<file path="config.mk">
export PLATFORM = sky130hd
export DESIGN_NAME = invcipher_flat
export DESIGN_NICKNAME = d
export VERILOG_FILES = /design/src/rtl/invcipher_if.sv /design/src/rtl/invcipher.sv /design/src/flat_wrapper.sv
export SDC_FILE = /design/constraint.sdc
export NUM_CORES = 2
export LEC_CHECK = 0
export CAP_MARGIN = 30
export CORE_AREA = 8 8 640 642
export DETAILED_ROUTE_END_ITERATION = 8
export DIE_AREA = 0 0 648 650
export PLACE_DENSITY = 0.42
export SYNTH_ARGS = -nofsm -noshare
export SYNTH_HDL_FRONTEND = slang
export SYNTH_SLANG_ARGS = --single-unit
</file>
<file path="constraint.sdc">
create_clock -name clk -period 4.5 [get_ports clk]
set_clock_uncertainty 0.05 [all_clocks]
set_input_delay 0.9 -clock clk [delete_from_list [all_inputs] [get_ports clk]]
set_output_delay 0.9 -clock clk [all_outputs]
set_load 0.1 [all_outputs]
</file>
<file path="src/rtl/invcipher_if.sv">
// Handshake and data bundle between the bus wrapper (master) and the
// AES-128 inverse cipher core (slave).
interface invcipher_if;
  logic [1407:0] key;
  logic          start;
  logic [127:0]  in;
  logic [127:0]  out;
  logic          busy;
  logic          done;

  modport master (output key, start, in, input out, busy, done);
  modport slave  (input key, start, in, output out, busy, done);
endinterface

</file>
<file path="src/rtl/invcipher.sv">
// Iterative AES-128 inverse cipher: one inverse round per clock, ten rounds,
// start/busy/done handshake; the expanded key schedule is supplied externally.
module invcipher (
  input logic         clk,
  input logic         rst,
  invcipher_if.slave  bus
);

  typedef enum logic [1:0] {IDLE, ROUND, FINAL} state_t;
  typedef logic [0:3][7:0]  col_t;
  typedef logic [0:15][7:0] blk_t;

  localparam logic [7:0] INV_SBOX [256] = '{
    8'h52, 8'h09, 8'h6a, 8'hd5, 8'h30, 8'h36, 8'ha5, 8'h38, 8'hbf, 8'h40, 8'ha3, 8'h9e, 8'h81, 8'hf3, 8'hd7, 8'hfb,
    8'h7c, 8'he3, 8'h39, 8'h82, 8'h9b, 8'h2f, 8'hff, 8'h87, 8'h34, 8'h8e, 8'h43, 8'h44, 8'hc4, 8'hde, 8'he9, 8'hcb,
    8'h54, 8'h7b, 8'h94, 8'h32, 8'ha6, 8'hc2, 8'h23, 8'h3d, 8'hee, 8'h4c, 8'h95, 8'h0b, 8'h42, 8'hfa, 8'hc3, 8'h4e,
    8'h08, 8'h2e, 8'ha1, 8'h66, 8'h28, 8'hd9, 8'h24, 8'hb2, 8'h76, 8'h5b, 8'ha2, 8'h49, 8'h6d, 8'h8b, 8'hd1, 8'h25,
    8'h72, 8'hf8, 8'hf6, 8'h64, 8'h86, 8'h68, 8'h98, 8'h16, 8'hd4, 8'ha4, 8'h5c, 8'hcc, 8'h5d, 8'h65, 8'hb6, 8'h92,
    8'h6c, 8'h70, 8'h48, 8'h50, 8'hfd, 8'hed, 8'hb9, 8'hda, 8'h5e, 8'h15, 8'h46, 8'h57, 8'ha7, 8'h8d, 8'h9d, 8'h84,
    8'h90, 8'hd8, 8'hab, 8'h00, 8'h8c, 8'hbc, 8'hd3, 8'h0a, 8'hf7, 8'he4, 8'h58, 8'h05, 8'hb8, 8'hb3, 8'h45, 8'h06,
    8'hd0, 8'h2c, 8'h1e, 8'h8f, 8'hca, 8'h3f, 8'h0f, 8'h02, 8'hc1, 8'haf, 8'hbd, 8'h03, 8'h01, 8'h13, 8'h8a, 8'h6b,
    8'h3a, 8'h91, 8'h11, 8'h41, 8'h4f, 8'h67, 8'hdc, 8'hea, 8'h97, 8'hf2, 8'hcf, 8'hce, 8'hf0, 8'hb4, 8'he6, 8'h73,
    8'h96, 8'hac, 8'h74, 8'h22, 8'he7, 8'had, 8'h35, 8'h85, 8'he2, 8'hf9, 8'h37, 8'he8, 8'h1c, 8'h75, 8'hdf, 8'h6e,
    8'h47, 8'hf1, 8'h1a, 8'h71, 8'h1d, 8'h29, 8'hc5, 8'h89, 8'h6f, 8'hb7, 8'h62, 8'h0e, 8'haa, 8'h18, 8'hbe, 8'h1b,
    8'hfc, 8'h56, 8'h3e, 8'h4b, 8'hc6, 8'hd2, 8'h79, 8'h20, 8'h9a, 8'hdb, 8'hc0, 8'hfe, 8'h78, 8'hcd, 8'h5a, 8'hf4,
    8'h1f, 8'hdd, 8'ha8, 8'h33, 8'h88, 8'h07, 8'hc7, 8'h31, 8'hb1, 8'h12, 8'h10, 8'h59, 8'h27, 8'h80, 8'hec, 8'h5f,
    8'h60, 8'h51, 8'h7f, 8'ha9, 8'h19, 8'hb5, 8'h4a, 8'h0d, 8'h2d, 8'he5, 8'h7a, 8'h9f, 8'h93, 8'hc9, 8'h9c, 8'hef,
    8'ha0, 8'he0, 8'h3b, 8'h4d, 8'hae, 8'h2a, 8'hf5, 8'hb0, 8'hc8, 8'heb, 8'hbb, 8'h3c, 8'h83, 8'h53, 8'h99, 8'h61,
    8'h17, 8'h2b, 8'h04, 8'h7e, 8'hba, 8'h77, 8'hd6, 8'h26, 8'he1, 8'h69, 8'h14, 8'h63, 8'h55, 8'h21, 8'h0c, 8'h7d
  };

  // Source byte for each InvShiftRows output byte: row r rotates right by r.
  localparam int ISR_SRC [16] = '{0, 13, 10, 7, 4, 1, 14, 11, 8, 5, 2, 15, 12, 9, 6, 3};

  function automatic logic [7:0] xt(input logic [7:0] a);
    return {a[6:0], 1'b0} ^ (a[7] ? 8'h1b : 8'h00);
  endfunction

  function automatic col_t inv_mix_col(input col_t a);
    logic [7:0] x2 [4], x4 [4], x8 [4], m9 [4], mb [4], md [4], me [4];
    for (int i = 0; i < 4; i++) begin
      x2[i] = xt(a[i]);
      x4[i] = xt(x2[i]);
      x8[i] = xt(x4[i]);
      m9[i] = x8[i] ^ a[i];
      mb[i] = x8[i] ^ x2[i] ^ a[i];
      md[i] = x8[i] ^ x4[i] ^ a[i];
      me[i] = x8[i] ^ x4[i] ^ x2[i];
    end
    return {me[0] ^ mb[1] ^ md[2] ^ m9[3],
            m9[0] ^ me[1] ^ mb[2] ^ md[3],
            md[0] ^ m9[1] ^ me[2] ^ mb[3],
            mb[0] ^ md[1] ^ m9[2] ^ me[3]};
  endfunction

  state_t     state;
  blk_t       s;
  logic [3:0] rnd;

  logic [127:0] rk [0:10];
  blk_t         isr, isb, ark, imc;

  for (genvar g = 0; g < 11; g++) begin : g_rk
    assign rk[g] = bus.key[1407-128*g -: 128];
  end

  for (genvar g = 0; g < 16; g++) begin : g_byte
    assign isr[g] = s[ISR_SRC[g]];
    assign isb[g] = INV_SBOX[isr[g]];
  end

  assign ark = isb ^ rk[rnd];

  for (genvar g = 0; g < 4; g++) begin : g_col
    assign imc[4*g +: 4] = inv_mix_col(ark[4*g +: 4]);
  end

  // NOTE: state registers use non-blocking assignments so every register
  // samples the pre-edge values; blocking here would chain updates in order.
  always_ff @(posedge clk) begin
    if (!rst) begin
      state    <= IDLE;
      s        <= '0;
      rnd      <= '0;
      bus.out  <= '0;
      bus.busy <= 1'b0;
      bus.done <= 1'b0;
    end else begin
      bus.done <= 1'b0;
      case (state)
        IDLE: begin
          if (bus.start) begin
            s        <= bus.in ^ rk[10];
            rnd      <= 4'd9;
            bus.busy <= 1'b1;
            state    <= ROUND;
          end
        end
        ROUND: begin
          s   <= imc;
          rnd <= rnd - 4'd1;
          if (rnd == 4'd1) state <= FINAL;
        end
        FINAL: begin
          // rnd has reached 0 here, so ark already carries round key 0.
          bus.out  <= ark;
          bus.done <= 1'b1;
          bus.busy <= 1'b0;
          state    <= IDLE;
        end
        default: state <= IDLE;
      endcase
    end
  end

endmodule

</file>
<file path="src/flat_wrapper.sv">
// flat-port wrapper written by rule: the top's interface ports become plain ports
module invcipher_flat 
  (clk, rst, bus_key, bus_start, bus_in, bus_out, bus_busy, bus_done);
  invcipher_if bus_i ();
  input logic clk;
  input logic rst;
  input wire logic [$bits(bus_i.key)-1:0] bus_key;
  input wire logic [$bits(bus_i.start)-1:0] bus_start;
  input wire logic [$bits(bus_i.in)-1:0] bus_in;
  output wire logic [$bits(bus_i.out)-1:0] bus_out;
  output wire logic [$bits(bus_i.busy)-1:0] bus_busy;
  output wire logic [$bits(bus_i.done)-1:0] bus_done;
  assign bus_i.key = bus_key;
  assign bus_i.start = bus_start;
  assign bus_i.in = bus_in;
  assign bus_out = bus_i.out;
  assign bus_busy = bus_i.busy;
  assign bus_done = bus_i.done;
  invcipher u_core (.clk(clk), .rst(rst), .bus(bus_i));
endmodule
</file>
==> out/metrics.csv <==
metric,value,unit
outcome,"complete, but fails checks",
failing checks,"DRC, slew limit, setup timing",
worst setup margin,-0.06346,ns
Max Cap Viol,0,
drt pass-1 iters,9,
Total GRT Usage,41.65,%
Detailed Place HPWL,785200,um
vias per cell,5.904,
Hold WC Path Type,reg2reg,
Clock Pin Slew Worst Setup and Hold Paths,0.07,ns
Mapped Nets,13630,
critical path cell sequence,buf_4 -> buf_4 -> ha_2 -> buf_4 -> buf_4 -> nor2b_1 -> buf_4 -> o211ai_1 -> a31oi_1 -> o21ai_0 -> a32oi_2 -> buf_4 -> xor2_1 -> buf_4 -> xor2_1 -> xnor2_2 -> xnor3_2 -> xnor2_2 -> buf_4 -> nand2_4 -> a32o_1,
WL/cell,43.32,um
CP Data Arrival Time,5.19,ns
first-pass GRT wire length,1199000,um
Area growth syn-to-layout,63.34,%
Max-slew headroom,-5.548,%
Syn Inst Count,11750,
post-route clock period utilization,101.4,%
full die area,421200,um2
Yosys top cell by area,mux4_2,
share of layout cells above drive strength 1,33.02,%
Rows,233,
WL final,929700,um
vias in the first global route,120800,
total CTS buffers,45,
via count,126700,
RSZ-0062 raised after global routing,yes,
final non-filler cell total,21460,
CP Capture Type,flip-flop,
fillers,42470,
synth unique cells,129,
Final nets,17630,
IO Pins,1669,
"Slew Viols, Final",30,
drt initial violations,16840,
Yosys warnings,0,
antenna violations before repair,345,
final setup vio count,7,
Die Height,650,um
Post-CTS Hold Fix Bufs,0,
worst-case clock buffer depth,3,
largest net degree at the start of global routing,98,
Startpoint Class,flip-flop,
DRC viols,5,
clk_lat worst skew,0.79,ns
"leading cell type in the layout, fill and taps excluded",buf_4,
CP bufs+invs,8,
ys flop type,dfxtp_1,
sequential share of the synthesized area,5.955,%
syn avg cell area,7.551,um2
die span in x,648,um
Post-synth EDFFs,0,
crit-path leading delay family,buffers and inverters,
CP Max Fanout,5,
fraction of registers with async set/reset,0,%
PortBufs,1668,
synth top area cells,"mux4_2, dfxtp_1, xnor2_1",
worst setup path category,reg2reg,
"slowest stage delay, CP",0.37,ns
synthesized cell area,88740,um2
#FFs+latches synth,264,
most frequent cells in the layout,"buf_4, clkdlybuf4s50_1, a21oi_1",
worst slew pin tran,1.583,ns
Antenna Nets Post-Route,0,
Sink Count,264,
Final min period,4.563,ns
Final GP Congestion,1.046,
Fmax,219.1,MHz
CP max stage cell,dfxtp_2,
starting density of the core,22.17,%
Crit path top cell by count,buf_4,
Overflow after GRT,0,
Synth top area share,9.517,%
CTS tree,built,
final core occ,36.21,%
final hold vios,0,
Core ar.,400300,um2
"Req. time, crit path",5.13,ns
placed cells,20850,
Clk Tree Root Cell,clkbuf_16,
H-tree levels,2,
-- cell families after synthesis --
kind of cell / Yosys count / share of synthesized area, %
AND/OR/NAND/NOR: 3619 / 20.77
buffers and inverters: 1532 / 8.614
AO/OA/AOI/OAI: 4122 / 32.86
adder cells (fa/ha/maj): 339 / 4.805
multiplexers: 789 / 14.26
XOR/XNOR: 1087 / 12.73
flip-flops: 264 / 5.955
-- final timing paths --
check,cells after the start,slack [ns],to,startpoint
worst max-delay path,21,-0.06,u_core.isr[49],u_core.isr[80]
worst min-delay path,2,0.40,u_core.bus.out[64],u_core.bus.out[64]
worst max register to register,21,-0.06,u_core.isr[49],u_core.isr[80]
worst min register to register,2,0.40,u_core.bus.out[64],u_core.bus.out[64]
-- cell type report --
class / instances / area, um2 / share of cell area (%)
multi-input combinational: 9956 / 80820 / 55.76
timing repair buffer: 5291 / 48670 / 33.57
sequential: 264 / 5508 / 3.800
inverter: 192 / 752.0 / 0.5188
clock inverter: 26 / 301.5 / 0.2080
clock buffer: 58 / 1321 / 0.9115
antenna: 388 / 970.9 / 0.6698
tap: 5287 / 6615 / 4.563
-- routing by layer --
layer	share of wire (%)	track usage, %
met1	38	50.89
met2	42	62.07
met3	10	11.56
met4	9.2	31.04
met5	0.10	0
-- flip-flops by register name (all words and copies together), names as in the netlist --
name             cells
u_core.isr         128
u_core.bus.out     128
u_core.bus.busy      1
u_core.bus.done      1
u_core.state         2
u_core.rnd           4
-- what timing repair did --
item,in CTS,in global routing
cloned,0,1
pin swaps,85,243
setup buffers,51,94
resized for setup,443,604
endpoints found under the setup margin,126,114
-- tightest hold or removal path, cell delays in order, from the launching register on --
cell and delay (ns):
dfxtp_1 0.33, nand2_1 0.04, o21ai_0 0.05
-- synthesized netlist by cell type, drive strengths merged (80+ instances only) --
library cell / instances
a21oi: 837
nand2: 791
buf: 787
nor2: 773
o21ai: 650
xnor2: 580
clkbuf: 553
xor2: 439
nand2b: 418
mux4: 375
mux2i: 359
ha: 336
nor2b: 323
nor3: 314
nand3: 282
dfxtp: 264
a211oi: 218
a31oi: 217
o211ai: 213
o221ai: 183
o22ai: 182
o311ai: 176
inv: 170
a311oi: 168
and2: 131
a221oi: 116
o31ai: 105
or2: 102
or3: 87
a2111oi: 85
a21o: 80
nor3b: 80
-- through the flow --
stage	area [um2]	setup slack [ns]	hold slack (ns)	setup TNS, ns
detailed placement	135800	-1.209	0.3909	-69.22
global placement	135000	-1.249	0.3834	-71.93
floorplan	88900	-0.009499	0.4205	-0.01900
global route	144800	-0.1199	0.4265	-1.139
finish	145000	-0.06346	0.4049	-0.1270
CTS	140100	-0.01187	0.4055	-0.02207
Power is left out: the tool's default activity adds up to more than one toggle a clock period on the data nets, which glitch-free logic cannot reach.
